## src/rtl/prince_cms_pkg.sv

```systemverilog
// Shared types and share indexing for the CMS PRINCE S-box compression stage.
package prince_cms_pkg;

    localparam int NCOMP = 8;

    typedef logic [31:0] comp_vec_t;
    typedef logic [3:0]  nib_sh_t;

    function automatic int idx(input int b, input int s);
        return b * NCOMP + s;
    endfunction

endpackage

```

## src/rtl/cms_ring_refresh.sv

```systemverilog
// Ring refresh of one output bit's component shares; each mask bit is used
// twice, so the XOR over all shares is unchanged.
module cms_ring_refresh
    import prince_cms_pkg::*;
(
    input  logic [NCOMP-1:0] comp,
    input  logic [NCOMP-1:0] mask,
    output logic [NCOMP-1:0] refreshed
);

    always_comb begin
        refreshed = '0;
        for (int s = 0; s < NCOMP; s++) begin
            refreshed[s] = comp[s] ^ mask[s] ^ mask[(s + NCOMP - 1) % NCOMP];
        end
    end

endmodule

```

## src/rtl/prince_sbox_cms_compress.sv

```systemverilog
// Registered refresh (glitch barrier) and 8-to-2 share compression behind the
// CMS PRINCE S-box component functions, with a nibble-serial layer counter.
module prince_sbox_cms_compress
    import prince_cms_pkg::*;
#(
    parameter int NIBBLES = 16,
    parameter int NCOMP   = 8
) (
    input  logic        clk,
    input  logic        rst_n,
    input  logic        layer_start_i,
    input  logic        in_valid_i,
    output logic        in_ready_o,
    input  logic [31:0] comp_i,
    input  logic [31:0] rand_i,
    output logic        out_valid_o,
    input  logic        out_ready_i,
    output logic [3:0]  out_sh0_o,
    output logic [3:0]  out_sh1_o,
    output logic [3:0]  nibble_idx_o,
    output logic        layer_done_o
);

    comp_vec_t  refreshed;
    comp_vec_t  r_p1;
    logic       vld_p1;
    logic       vld_p2;
    nib_sh_t    sh0_p2;
    nib_sh_t    sh1_p2;
    logic       load_p1;
    logic       load_p2;
    logic       out_hs;
    logic       last_nibble;
    logic [3:0] count;

    function automatic nib_sh_t half_xor(input comp_vec_t r, input int lo);
        nib_sh_t h;
        h = '0;
        for (int b = 0; b < 4; b++) begin
            h[b] = ^r[idx(b, lo) +: 4];
        end
        return h;
    endfunction

    for (genvar b = 0; b < 4; b++) begin : g_refresh
        cms_ring_refresh u_refresh (
            .comp      (comp_i[idx(b, 0) +: NCOMP]),
            .mask      (rand_i[idx(b, 0) +: NCOMP]),
            .refreshed (refreshed[idx(b, 0) +: NCOMP])
        );
    end

    assign load_p2    = vld_p1 && (!vld_p2 || out_ready_i);
    assign in_ready_o = !vld_p1 || load_p2;
    assign load_p1    = in_valid_i && in_ready_o;

    // Stage 1: refreshed shares, the glitch barrier
    always_ff @(posedge clk or negedge rst_n) begin
        if (!rst_n) begin
            vld_p1 <= 1'b0;
        end else if (load_p1) begin
            vld_p1 <= 1'b1;
        end else if (load_p2) begin
            vld_p1 <= 1'b0;
        end
    end

    always_ff @(posedge clk) begin
        if (load_p1) begin
            r_p1 <= refreshed;
        end
    end

    // Stage 2: compressed output shares
    always_ff @(posedge clk or negedge rst_n) begin
        if (!rst_n) begin
            vld_p2 <= 1'b0;
            sh0_p2 <= '0;
            sh1_p2 <= '0;
        end else begin
            if (load_p2) begin
                vld_p2 <= 1'b1;
                sh0_p2 <= half_xor(r_p1, 0);
                sh1_p2 <= half_xor(r_p1, 4);
            end else if (out_ready_i) begin
                vld_p2 <= 1'b0;
            end
        end
    end

    assign out_valid_o = vld_p2;
    assign out_sh0_o   = sh0_p2;
    assign out_sh1_o   = sh1_p2;

    assign out_hs      = vld_p2 && out_ready_i;
    assign last_nibble = (count == 4'(NIBBLES - 1));

    always_ff @(posedge clk or negedge rst_n) begin
        if (!rst_n) begin
            count <= '0;
        end else if (layer_start_i) begin
            count <= '0;
        end else if (out_hs) begin
            count <= last_nibble ? 4'd0 : count + 4'd1;
        end
    end

    assign nibble_idx_o = count;
    assign layer_done_o = out_hs && last_nibble && !layer_start_i;

endmodule
```

## config.mk

```make
export PLATFORM = sky130hd
export DESIGN_NAME = prince_sbox_cms_compress
export DESIGN_NICKNAME = d
export VERILOG_FILES = /design/src/rtl/prince_cms_pkg.sv /design/src/rtl/cms_ring_refresh.sv /design/src/rtl/prince_sbox_cms_compress.sv
export SDC_FILE = /design/constraint.sdc
export NUM_CORES = 1
export LEC_CHECK = 0
export CORE_MARGIN = 5
export CORE_UTILIZATION = 40
export DETAILED_ROUTE_END_ITERATION = 10
export PLACE_DENSITY = 0.73
export SYNTH_ARGS = -nofsm -noshare
export SYNTH_HDL_FRONTEND = slang
export SYNTH_SLANG_ARGS = --single-unit
```

## constraint.sdc

```tcl
create_clock -name clk -period 2.1 [get_ports clk]
set_input_delay 0.42 -clock clk [delete_from_list [all_inputs] [get_ports clk]]
set_output_delay 0.42 -clock clk [all_outputs]
set_load 0.05 [all_outputs]
```

After elaboration in Yosys (flattened, before gate mapping):

Index checks and enable logic that the tools add are counted.

* equality and inequality tests: 1
* $add $sub $neg: 1
* mux-type cells: 7
* reductions and logical operators: 21
* bitwise logic cells: 64

Operators by type and width (count)
* $xor A1 B1 Y1: 64
* $reduce_xor A4 Y1: 8
* $mux W4: 3
* $reduce_bool A2 Y1: 3
* $logic_and A1 B1 Y1: 5
* $add A4 B1 Y4 const B: 1
* $eq A4 B4 Y1 const B: 1
* $mux W1: 4
* $logic_not A1 Y1: 3
* $logic_or A1 B1 Y1: 2

* input bits: 69
* output and inout bits: 15
* bits in registers: 46
* word-level logic and storage cells: 100

Longest topological paths before layout:

Gate-level depths: netlist (run 1).

* word-level depth: 6
* depth in mapped cells: 4
* mapped depth without buffers: 4

By module:

From an unflattened synthesis (run 1), not the netlist that was laid out.

* cells, all modules: 135
* area total of the unflattened synthesis: 2521.2 µm²

By module, submodules not included
* prince_sbox_cms_compress: area an instance 1760.4 µm², times used 1, seq. area each 1311.3 µm², cells an instance 103
* cms_ring_refresh: area an instance 190.2 µm², times used 4, seq. area each 0.0 µm², cells an instance 8

Least setup slack after synthesis (run 1):

OpenSTA, ideal clock, no wires.

* path kind: register to output
* start: reg count[0], in the netlist nibble_idx_o[0]
* end: out layer_done_o
* stages on the path, launching flop included: 4
* path buffers: 0
* setup slack: -0.396 ns
* data required time: 1.680 ns
* data arrival time: 2.076 ns
* cells stage by stage: dfrtp_1 ha_1 nand2_1 nor3_1

* cells in the longest elaborated chain, start to end: 3

RTL lines
* from (decl): RTL line prince_sbox_cms_compress.sv:34 `logic [3:0] count;`
* from (signal assigned): RTL line prince_sbox_cms_compress.sv:104 `count <= last_nibble ? 4'd0 : count + 4'd1;`
* $eq A4 B4 Y1: RTL line prince_sbox_cms_compress.sv:96 `assign last_nibble = (count == 4'(NIBBLES - 1));`
* $logic_and A1 B1 Y1 (2 in a row): RTL line prince_sbox_cms_compress.sv:109 `assign layer_done_o = out_hs && last_nibble && !layer_start_i;`
* to (decl): RTL line prince_sbox_cms_compress.sv:21 `output logic layer_done_o`

No other way between the ends.

Worst setup path after layout (run 1):

* start: in out_ready_i
* end: out layer_done_o

* cells in the longest elaborated chain, start to end: 3

RTL lines
* from (decl): RTL line prince_sbox_cms_compress.sv:17 `input logic out_ready_i,`
* $logic_and A1 B1 Y1: RTL line prince_sbox_cms_compress.sv:95 `assign out_hs = vld_p2 && out_ready_i;`
* $logic_and A1 B1 Y1 (2 in a row): RTL line prince_sbox_cms_compress.sv:109

No other way between the ends.

==> results of run 1 <==
[registers in the layout (all words and copies together), names as in the netlist]
register and cells:
out_sh0_o 4, out_valid_o 1, nibble_idx_o 4, out_sh1_o 4, r_p1 32, vld_p1 1
[layout make-up]
type                    instances  share of cell area (%)
clock buffers                   7                    2.56
flip-flops and latches         46                    38.9
well taps                      72                    2.67
repair buffers                 84                    25.5
clock inverters                 1                   0.148
multi-input cells             121                    30.2
[cell usage in the layout, fill, tap and decap left out]
cell             instances
xor2_1                   9
nand2_1                  5
nand3_1                  2
or3_1                    1
clkdlybuf4s50_1         80
nor2_1                   1
nand2b_1                 3
clkinv_2                 1
nand3b_1                 1
clkbuf_1                 1
nor3_2                   1
dfrtp_1                 14
xnor2_1                 80
mux2_2                   8
and2_4                   1
a21oi_1                  4
a311o_1                  1
nand3_2                  1
nand2_2                  1
dlymetal6s2s_1           1
buf_4                    1
o21ai_0                  1
ha_1                     1
clkbuf_8                 6
edfxtp_1                32
buf_12                   2
[timing repair]
item,4_1_cts,5_1_grt
gates resized for setup,0,1
hold buffers,0,0
endpoints found under the setup margin,0,1
[routing by layer]
metal	GRT usage (%)	wire, microns	vias to the layer above
met5	0	0	-
met4	4.67	58	0
met3	5.04	427	6
met2	19.0	2010	54
met1	10.6	1280	640
li1	-	-	742
[kinds of logic (layout without fill, tap and decap cells)]
logic type | Yosys count | after routing | synth area share [%]
flops | 46 | 46 | 56.5
mux | 8 | 8 | 3.88
compound gates | 6 | 6 | 1.51
fa+ha+maj | 1 | 1 | 0.539
buf+inv | 0 | 92 | 0
xor+xnor | 89 | 89 | 33.6
simple gates | 17 | 17 | 3.99
[power groups by stage]
| stage | Clock (mW) | Combinational (mW) | Sequential (mW) |
|---|---|---|---|
| after floorplan | 0 | 0.347 | 1.53 |
| after global placement | 0 | 1.03 | 1.24 |
| after detailed placement | 0 | 1.03 | 1.25 |
| after CTS | 0.547 | 1.04 | 1.23 |
| after global routing | 0.584 | 1.09 | 1.25 |
| final | 0.519 | 1.02 | 1.22 |
[through the flow]
| step | utilization [%] | total power, mW | area [sq um] |
|---|---|---|---|
| after detailed placement | 58.8 | 2.28 | 3280 |
| after CTS | 60.4 | 2.81 | 3370 |
| after floorplan | - | 1.88 | 2330 |
| final | 60.5 | 2.76 | 3370 |
| after global placement | 58.8 | 2.26 | 3280 |
| after global routing | 60.5 | 2.92 | 3370 |
[final timing paths]
check	startpoint	to	slack [ns]	cells after the start
worst max-delay path	out_ready_i	layer_done_o	0.10	4
worst min-delay path	rst_n	nibble_idx_o[1]$_DFFE_PN0P_	0.51	1
worst max register to register	out_valid_o$_DFFE_PN0P_	r_p1[21]$_DFFE_PP_	0.71	2
worst min register to register	out_sh1_o[1]$_DFFE_PN0P_	out_sh1_o[1]$_DFFE_PN0P_	0.51	1
max in group asynchronous	rst_n	out_sh0_o[2]$_DFFE_PN0P_	1.19	1
min in group clk	out_sh1_o[1]$_DFFE_PN0P_	out_sh1_o[1]$_DFFE_PN0P_	0.51	1
[worst max-delay path, cell delays in order]
cell and delay, ns:
clkdlybuf4s50_1 0.60, nand3_2 0.14, nor3_2 0.25, buf_12 0.17
==> impl_metrics.csv, run 1 <==
group,metric,value,unit
layout,nFillCells,477,
clock_tree,post_cts_buffers,0,
layout,area_delta_synth_final,45.2,%
synthesis,synth_edf_count,32,
synthesis,ys_ff_latch,46,
sta,post-route-period-util,95.2,%
worst_setup_path,required,1.68,ns
synthesis,yosys.cell_types.count,19,
grt,antenna_found_initial,0,
pwr,p_seq_share,44.3,%
drt,drt_iter0_drc,38,
sta,finalMaxSlewViolations,0,
grt,grt_pass1_vias,1489,
clock_tree,cts_sinks,46,
sta,fin_hold_ws,0.508,ns
sta,setup_ws,0.101,ns
layout,nets,328,
clock_tree,clkLatencyLatePin,0.29,ns
pwr,ir_drop,445,uV
synthesis,synth_top_area_cell,"edfxtp_1",
sta,max_freq,0.500,GHz
pwr,p_int,1.91,mW
sta,tightest_slew,0.611,ns
pwr,power.density,819,mW/mm^2
min_path,hp-class,"primary input to async pin",
synthesis,synth.most_common_cell,"xnor2_1",
grt,grt_pass1_wl,6180,microns
die,die_w,86.2,microns
clock_tree,cts_buffers,5,
layout,antennaDiodeCount,0,
synthesis,netlist_area,0.00232,sq mm
pwr,combPwrFrac,36.9,%
sta,finalHoldViolCount,0,
pwr,p_clk_share,18.8,%
drt,routed_wirelength,3780,microns
drt,first_pass_iters,4,
placement,gp_congestion,0.751,
layout,multi_input_area,0.00102,sq mm
synthesis,synth_top_area_share,41.4,%
clock_tree,clk_pin_slew,0.07,ns
sta,finalSetupViolations,0,
pwr,leakage,1.15,nW
worst_setup_path,cp.arrival,1.58,ns
synthesis,synth.top_cells.by_area,"edfxtp_1, xnor2_1, dfrtp_1, mux2_2, xor2_1",
worst_setup_path,path_class,"primary input to output pin",
sta,fin_worst_skew,0.00516,ns
placement,post-place-cells,323,
layout,seq_area,0.00131,sq mm
sta,layout_min_cycle_time,2.00,ns
die,die_y,86.2,microns
drt,dr_total_vias,1442,
clock_tree,htreeDepth,2,
run_status,status,"complete, no violations",
placement,place_hpwl,3200,microns
grt,gr-total-overflow,0,
sta,relSlewSlack,59.1,%
worst_setup_path,end_kind,"output pin",
sta,rsz0062_at_grt,"false",
run,max_cap_violations,0,
die,core,0.00557,sq mm
grt,grt_max_degree,33,
drt,drt-vias-per-instance,4.36,
synthesis,ys.flop_type,"edfxtp_1",
die,die_area,0.00743,sq mm
synthesis,yosys_warnings,0,
placement,pre_cts_ws,0.119,ns
clock_tree,cts.path.max_buffers,2,
drt,avgRoutedWirePerCell,11.4,microns
synthesis,syn_inst,167,
layout,drive_gt1_share,8.49,%
clock_tree,cts_tree,"yes",
synthesis,yosys-top-cells-count,"xnor2_1, edfxtp_1, dfrtp_1",
synthesis,postSynthAreaPerCell,13.9,sq um
worst_setup_path,critPathLaunchType,"primary input",
worst_setup_path,path_max_fanout,6,
synthesis,synthArstFlopShare,30.4,%
sta,tns,0,ns
clock_tree,cts-root-buf,"clkbuf_8",
placement,io_buffers,83,
die,ioPinCount,84,
drt,drc,0,
drt,drtAntennaViolNets,0,
synthesis,yosysSeqAreaShare,56.5,%
layout,fin_cells,331,
grt,grt_usage,10.7,%
die,start_util,41.6,%
pwr,p_sw,0.855,mW
pwr,swShare,31.0,%
die,rows,27,
synthesis,syn_nets,237,
(Power assumes the default switching activity.)
==> run 2, diff against run 1 <==
GPL_TIMING_DRIVEN = 0   (was default)
==> run 2 against run 1 <==
  * Utilization fell by 0.74 points
  * Clock power fell by 6.2%
  * Power fell by 1.5%
  * Via count fell by 0.14%
  * Maximum frequency fell by 2.4%
  * Largest cell class unchanged
  * Largest power group unchanged
==> impl_metrics.csv, run 2 (same netlist as run 1, synthesis figures left out) <==
group,metric,value,unit
die,core,0.00557,sq mm
worst_setup_path,worst_path_max_delay_cell,"clkdlybuf4s50_1",
worst_setup_path,critPathLaunch,"out_ready_i",
die,die_w,86.2,microns
sta,max_freq,0.488,GHz
placement,gp_congestion,0.705,
placement,place_hpwl,3150,microns
sta,relSlewSlack,57.6,%
layout,largest_reg_flops,32,
sta,post-route-period-util,97.5,%
clock_tree,htreeDepth,2,
layout,nets,327,
clock_tree,cts.path.max_buffers,2,
sta,rsz0062_at_grt,"false",
placement,io_buffers,83,
sta,finalHoldViolCount,0,
die,ioPinCount,84,
worst_setup_path,slowest_delay,0.59,ns
layout,post-route-util,59.7,%
drt,drt-vias-per-instance,4.36,
sta,finalSetupViolations,0,
layout,fin_cells,330,
run,max_cap_violations,0,
worst_setup_path,regToRegSetupSlack,0.67,ns
placement,post-place-cells,322,
drt,drtAntennaViolNets,0,
grt,grt_pass1_vias,1483,
worst_setup_path,r2r_start,"out_valid_o$_DFFE_PN0P_",
sta,finalMaxSlewViolations,0,
clock_tree,clkLatencyLatePin,0.29,ns
pwr,combPwrFrac,37.2,%
layout,drive_gt1_share,7.75,%
sta,tns,0,ns
layout,area_delta_synth_final,43.4,%
layout,final_cell_mix,"xnor2_1, clkdlybuf4s50_1, edfxtp_1, dfrtp_1, xor2_1",
die,start_util,41.6,%
clock_tree,cts_sinks,46,
layout,antennaDiodeCount,0,
pwr,ir_drop,461,uV
pwr,p_int,1.86,mW
grt,antenna_found_initial,0,
run_status,status,"complete, no violations",
min_path,hp-class,"register to register",
drt,drt_iter0_drc,34,
worst_setup_path,endpoint,"in_ready_o",
worst_setup_path,required,1.68,ns
die,die_area,0.00743,sq mm
pwr,leakage,1.13,nW
clock_tree,cts_tree,"yes",
worst_setup_path,timing.rr.end,"r_p1[25]$_DFFE_PP_",
layout,multi_input_area,0.00102,sq mm
grt,gr-total-overflow,0,
worst_setup_path,path_cells,"clkdlybuf4s50_1 -> nand3b_1 -> clkdlybuf4s15_2",
grt,grt_pass1_wl,6430,microns
worst_setup_path,critPathLaunchType,"primary input",
layout,nFillCells,488,
pwr,p_sw,0.857,mW
clock_tree,cts_buffers,5,
drt,avgRoutedWirePerCell,11.4,microns
die,rows,27,
placement,pre_cts_ws,-0.442,ns
pwr,power.density,817,mW/mm^2
pwr,p_clk_share,17.9,%
grt,grt_max_degree,33,
grt,grt_usage,11.2,%
clock_tree,cts-root-buf,"clkbuf_8",
clock_tree,hold_buffers,0,
drt,routed_wirelength,3760,microns
drt,first_pass_iters,4,
clock_tree,clk_pin_slew,0.07,ns
clock_tree,cts-resized-gates,8,
sta,setup_ws,0.0524,ns
sta,tightest_slew,0.634,ns
clock_tree,post_cts_buffers,0,
worst_setup_path,end_kind,"output pin",
layout,regMostFlops,"r_p1",
drt,dr_total_vias,1440,
worst_setup_path,path_max_fanout,6,
drt,drc,0,
worst_setup_path,reg2reg_depth,2,
layout,seq_area,0.00131,sq mm
worst_setup_path,path_class,"primary input to output pin",
sta,fin_worst_skew,0.00325,ns
die,die_y,86.2,microns
worst_setup_path,cp.arrival,1.63,ns
pwr,swShare,31.5,%
pwr,p_seq_share,44.9,%
sta,layout_min_cycle_time,2.05,ns
## run 2: cell count changes in the layout (fill, tap and decap cells not counted)
cell,before,now
clkdlybuf4s15_2,0,1
buf_4,1,0
buf_2,0,1
clkbuf_8,6,5
buf_12,2,0
clkinv_1,0,1
## run 2: layout make-up
class,instances,area share [%]
repair buffers,83,24.9
clock inverters,2,0.263
clock buffers,6,2.18
multi-input cells,121,30.6
flip-flops and latches,46,39.4
well taps,72,2.71
## run 2: routing by layer
metal  share of wire [%]  up-vias  track usage (%)
li1                    -      740                -
met1                  33      641             11.4
met2                  53       53             19.7
met3                  11        6             4.94
met4                 2.0        0             5.10
met5                   0        -                0
## run 2: worst min-delay path by stage
stage	startpoint	endpoint	slack (ns)	depth (start not counted)
6_report	out_sh0_o[3]$_DFFE_PN0P_	out_sh0_o[3]$_DFFE_PN0P_	0.51	1
5_1_grt	out_sh0_o[0]$_DFFE_PN0P_	out_sh0_o[0]$_DFFE_PN0P_	0.54	1
4_1_cts	out_sh0_o[3]$_DFFE_PN0P_	out_sh0_o[3]$_DFFE_PN0P_	0.51	1
3_5_place_dp	out_sh0_o[3]$_DFFE_PN0P_	out_sh0_o[3]$_DFFE_PN0P_	0.50	1
3_3_place_gp	vld_p1$_DFFE_PN0P_	out_valid_o$_DFFE_PN0P_	0.48	1
2_1_floorplan	rst_n	nibble_idx_o[0]$_DFFE_PN0P_	0.12	0
## run 2: stage by stage
stage                     power (mW)  area, sq um  hold WS (ns)
after floorplan                 1.88         2330         0.124
after global placement          2.25         3250         0.482
after detailed placement        2.27         3250         0.495
after CTS                       2.77         3330         0.513
after global routing            2.88         3330         0.536
final                           2.72         3330         0.508
## run 2: power by group through the flow
stage / combinational (mW) / clock [mW] / sequential (mW)
2_1_floorplan: 0.347 / 0 / 1.53
3_3_place_gp: 1.02 / 0 / 1.24
3_5_place_dp: 1.03 / 0 / 1.24
4_1_cts: 1.03 / 0.512 / 1.22
5_1_grt: 1.09 / 0.555 / 1.24
6_report: 1.01 / 0.487 / 1.22
## run 2: worst max-delay path, delay by kind of cell
kind / cells / cell delay [ns]
buffers and inverters: 2 / 1.00
AND/OR/NAND/NOR: 1 / 0.21
==> run 3, diff against run 2 <==
CTS_BUF_LIST = sky130_fd_sc_hd__clkbuf_16   (was default)
==> run 3 against run 2 <==
  * First-iteration DRC count increased by 32%
  * Hold slack got worse by 0.0041 ns
  * Highest routed layer unchanged
  * Worst setup slack gained 0.0059 ns
  * Global-route usage down 0.12 points
  * Combinational power is essentially flat
  * Wire length hardly changed
==> impl_metrics.csv, run 3 (same netlist as run 1, synthesis figures left out) <==
group,metric,value,unit
run_status,status,"complete, no violations",
drt,avgRoutedWirePerCell,11.4,microns
worst_setup_path,critPathLaunchType,"primary input",
drt,drt_iter0_drc,45,
pwr,p_sw,0.882,mW
pwr,ir_drop,504,uV
layout,nets,327,
pwr,total_power,2.95,mW
drt,drt-vias-per-instance,4.37,
layout,regMostFlops,"r_p1",
grt,grt_pass1_wl,6400,microns
worst_setup_path,endpoint,"in_ready_o",
die,core,0.00557,sq mm
pwr,leakage,1.16,nW
clock_tree,clkLatencyLatePin,0.28,ns
sta,fin_worst_skew,0.00235,ns
sta,finalMaxSlewViolations,0,
worst_setup_path,critPathLaunch,"out_ready_i",
drt,routed_wirelength,3770,microns
grt,grt_max_degree,33,
worst_setup_path,required,1.68,ns
worst_setup_path,regToRegSetupSlack,0.67,ns
layout,final_cell_mix,"clkdlybuf4s50_1, xnor2_1, edfxtp_1, dfrtp_1, xor2_1",
sta,finalSetupViolations,0,
clock_tree,htreeDepth,2,
layout,largest_reg_flops,32,
pwr,p_seq_share,41.5,%
pwr,p_clk_share,24.1,%
sta,fin_hold_ws,0.504,ns
clock_tree,cts_tree,"yes",
placement,place_hpwl,3150,microns
drt,dr_total_vias,1441,
worst_setup_path,slowest_delay,0.58,ns
die,rows,27,
pwr,combPwrFrac,34.4,%
clock_tree,cts.path.max_buffers,2,
layout,final_common_cell,"clkdlybuf4s50_1",
drt,drtAntennaViolNets,0,
layout,drive_gt1_share,7.75,%
pwr,power.density,871,mW/mm^2
min_path,hp-class,"register to register",
sta,tns,0,ns
sta,layout_min_cycle_time,2.04,ns
clock_tree,cts_buffers,5,
worst_setup_path,worst_path_max_delay_cell,"clkdlybuf4s50_1",
clock_tree,cts-root-buf,"clkbuf_16",
layout,seq_area,0.00131,sq mm
worst_setup_path,reg2reg_depth,2,
grt,grt_pass1_vias,1479,
die,die_y,86.2,microns
placement,io_buffers,83,
die,die_area,0.00743,sq mm
worst_setup_path,path_class,"primary input to output pin",
worst_setup_path,timing.rr.end,"r_p1[14]$_DFFE_PP_",
layout,nFillCells,489,
pwr,swShare,29.9,%
sta,rsz0062_at_grt,"false",
run,max_cap_violations,0,
grt,grt_usage,11.1,%
worst_setup_path,end_kind,"output pin",
worst_setup_path,r2r_start,"out_valid_o$_DFFE_PN0P_",
layout,area_delta_synth_final,45.8,%
layout,antennaDiodeCount,0,
sta,post-route-period-util,97.2,%
pwr,p_int,2.07,mW
clock_tree,cts_sinks,46,
grt,gr-total-overflow,0,
die,start_util,41.6,%
worst_setup_path,path_cells,"clkdlybuf4s50_1 -> nand3b_1 -> clkdlybuf4s15_2",
worst_setup_path,cp.arrival,1.62,ns
sta,max_freq,0.490,GHz
drt,first_pass_iters,4,
layout,post-route-util,60.7,%
clock_tree,clk_pin_slew,0.06,ns
grt,antenna_found_initial,0,
clock_tree,hold_buffers,0,
sta,tightest_slew,0.635,ns
sta,finalHoldViolCount,0,
sta,relSlewSlack,57.5,%
worst_setup_path,path_max_fanout,6,
placement,gp_congestion,0.705,
die,ioPinCount,84,
die,die_w,86.2,microns
drt,drc,0,
layout,multi_input_area,0.00102,sq mm
[run 3: cell count changes in the layout (fill, tap and decap cells not counted), sizes merged]
cell / change
dlymetal6s2s: -1
inv: +1
clkdlybuf4s50: +1
clkbuf: -1
[run 3: worst min path at each step]
| stage | slack (ns) | endpoint | depth (start not counted) | startpoint |
|---|---|---|---|---|
| after floorplan | 0.12 | nibble_idx_o[0]$_DFFE_PN0P_ | 0 | rst_n |
| after CTS | 0.51 | out_sh0_o[3]$_DFFE_PN0P_ | 1 | out_sh0_o[3]$_DFFE_PN0P_ |
| after global routing | 0.53 | out_sh0_o[0]$_DFFE_PN0P_ | 1 | out_sh0_o[0]$_DFFE_PN0P_ |
| after detailed placement | 0.50 | out_sh0_o[3]$_DFFE_PN0P_ | 1 | out_sh0_o[3]$_DFFE_PN0P_ |
| final | 0.50 | out_sh0_o[3]$_DFFE_PN0P_ | 1 | out_sh0_o[3]$_DFFE_PN0P_ |
| after global placement | 0.48 | out_valid_o$_DFFE_PN0P_ | 1 | vld_p1$_DFFE_PN0P_ |
[run 3: stage by stage]
step	worst slack [ns]	cell area, sq um	instances
4_1_cts	0.0509	3380	330
3_5_place_dp	-0.442	3250	322
5_1_grt	0.0000342	3380	330
6_report	0.0583	3380	330
3_3_place_gp	-0.414	3250	322
2_1_floorplan	0.0233	2330	167
[run 3: per-layer routing]
metal	up-vias	part of all wire (%)	GRT usage (%)
li1	742	-	-
met1	642	33	11.5
met2	53	53	19.6
met3	4	11	4.66
met4	0	1.8	4.67
met5	-	0	0
[run 3: final cells by class]
cell class,count,area share (%)
Timing Repair Buffer,83,24.4
Multi-Input combinational cell,121,30.1
Clock inverter,3,0.370
Tap cell,72,2.66
Sequential cell,46,38.8
Clock buffer,5,3.70
[run 3: what timing repair did]
| item | 4_1_cts | 5_1_grt |
|---|---|---|
| gates resized for setup | 8 | 0 |
| setup buffers | 0 | 0 |
| endpoints found under the setup margin | 2 | 0 |
[run 3: power by group through the flow]
stage / registers, mW / logic, mW / clock network (mW)
after floorplan: 1.53 / 0.347 / 0
after global placement: 1.24 / 1.02 / 0
after detailed placement: 1.24 / 1.03 / 0
after CTS: 1.23 / 1.03 / 0.736
after global routing: 1.25 / 1.09 / 0.777
final: 1.22 / 1.01 / 0.712
[run 3: critical path, delay by kind of cell]
family                 cells  cell delay (ns)
buffers and inverters      2             0.99
and+or+nand+nor            1             0.21
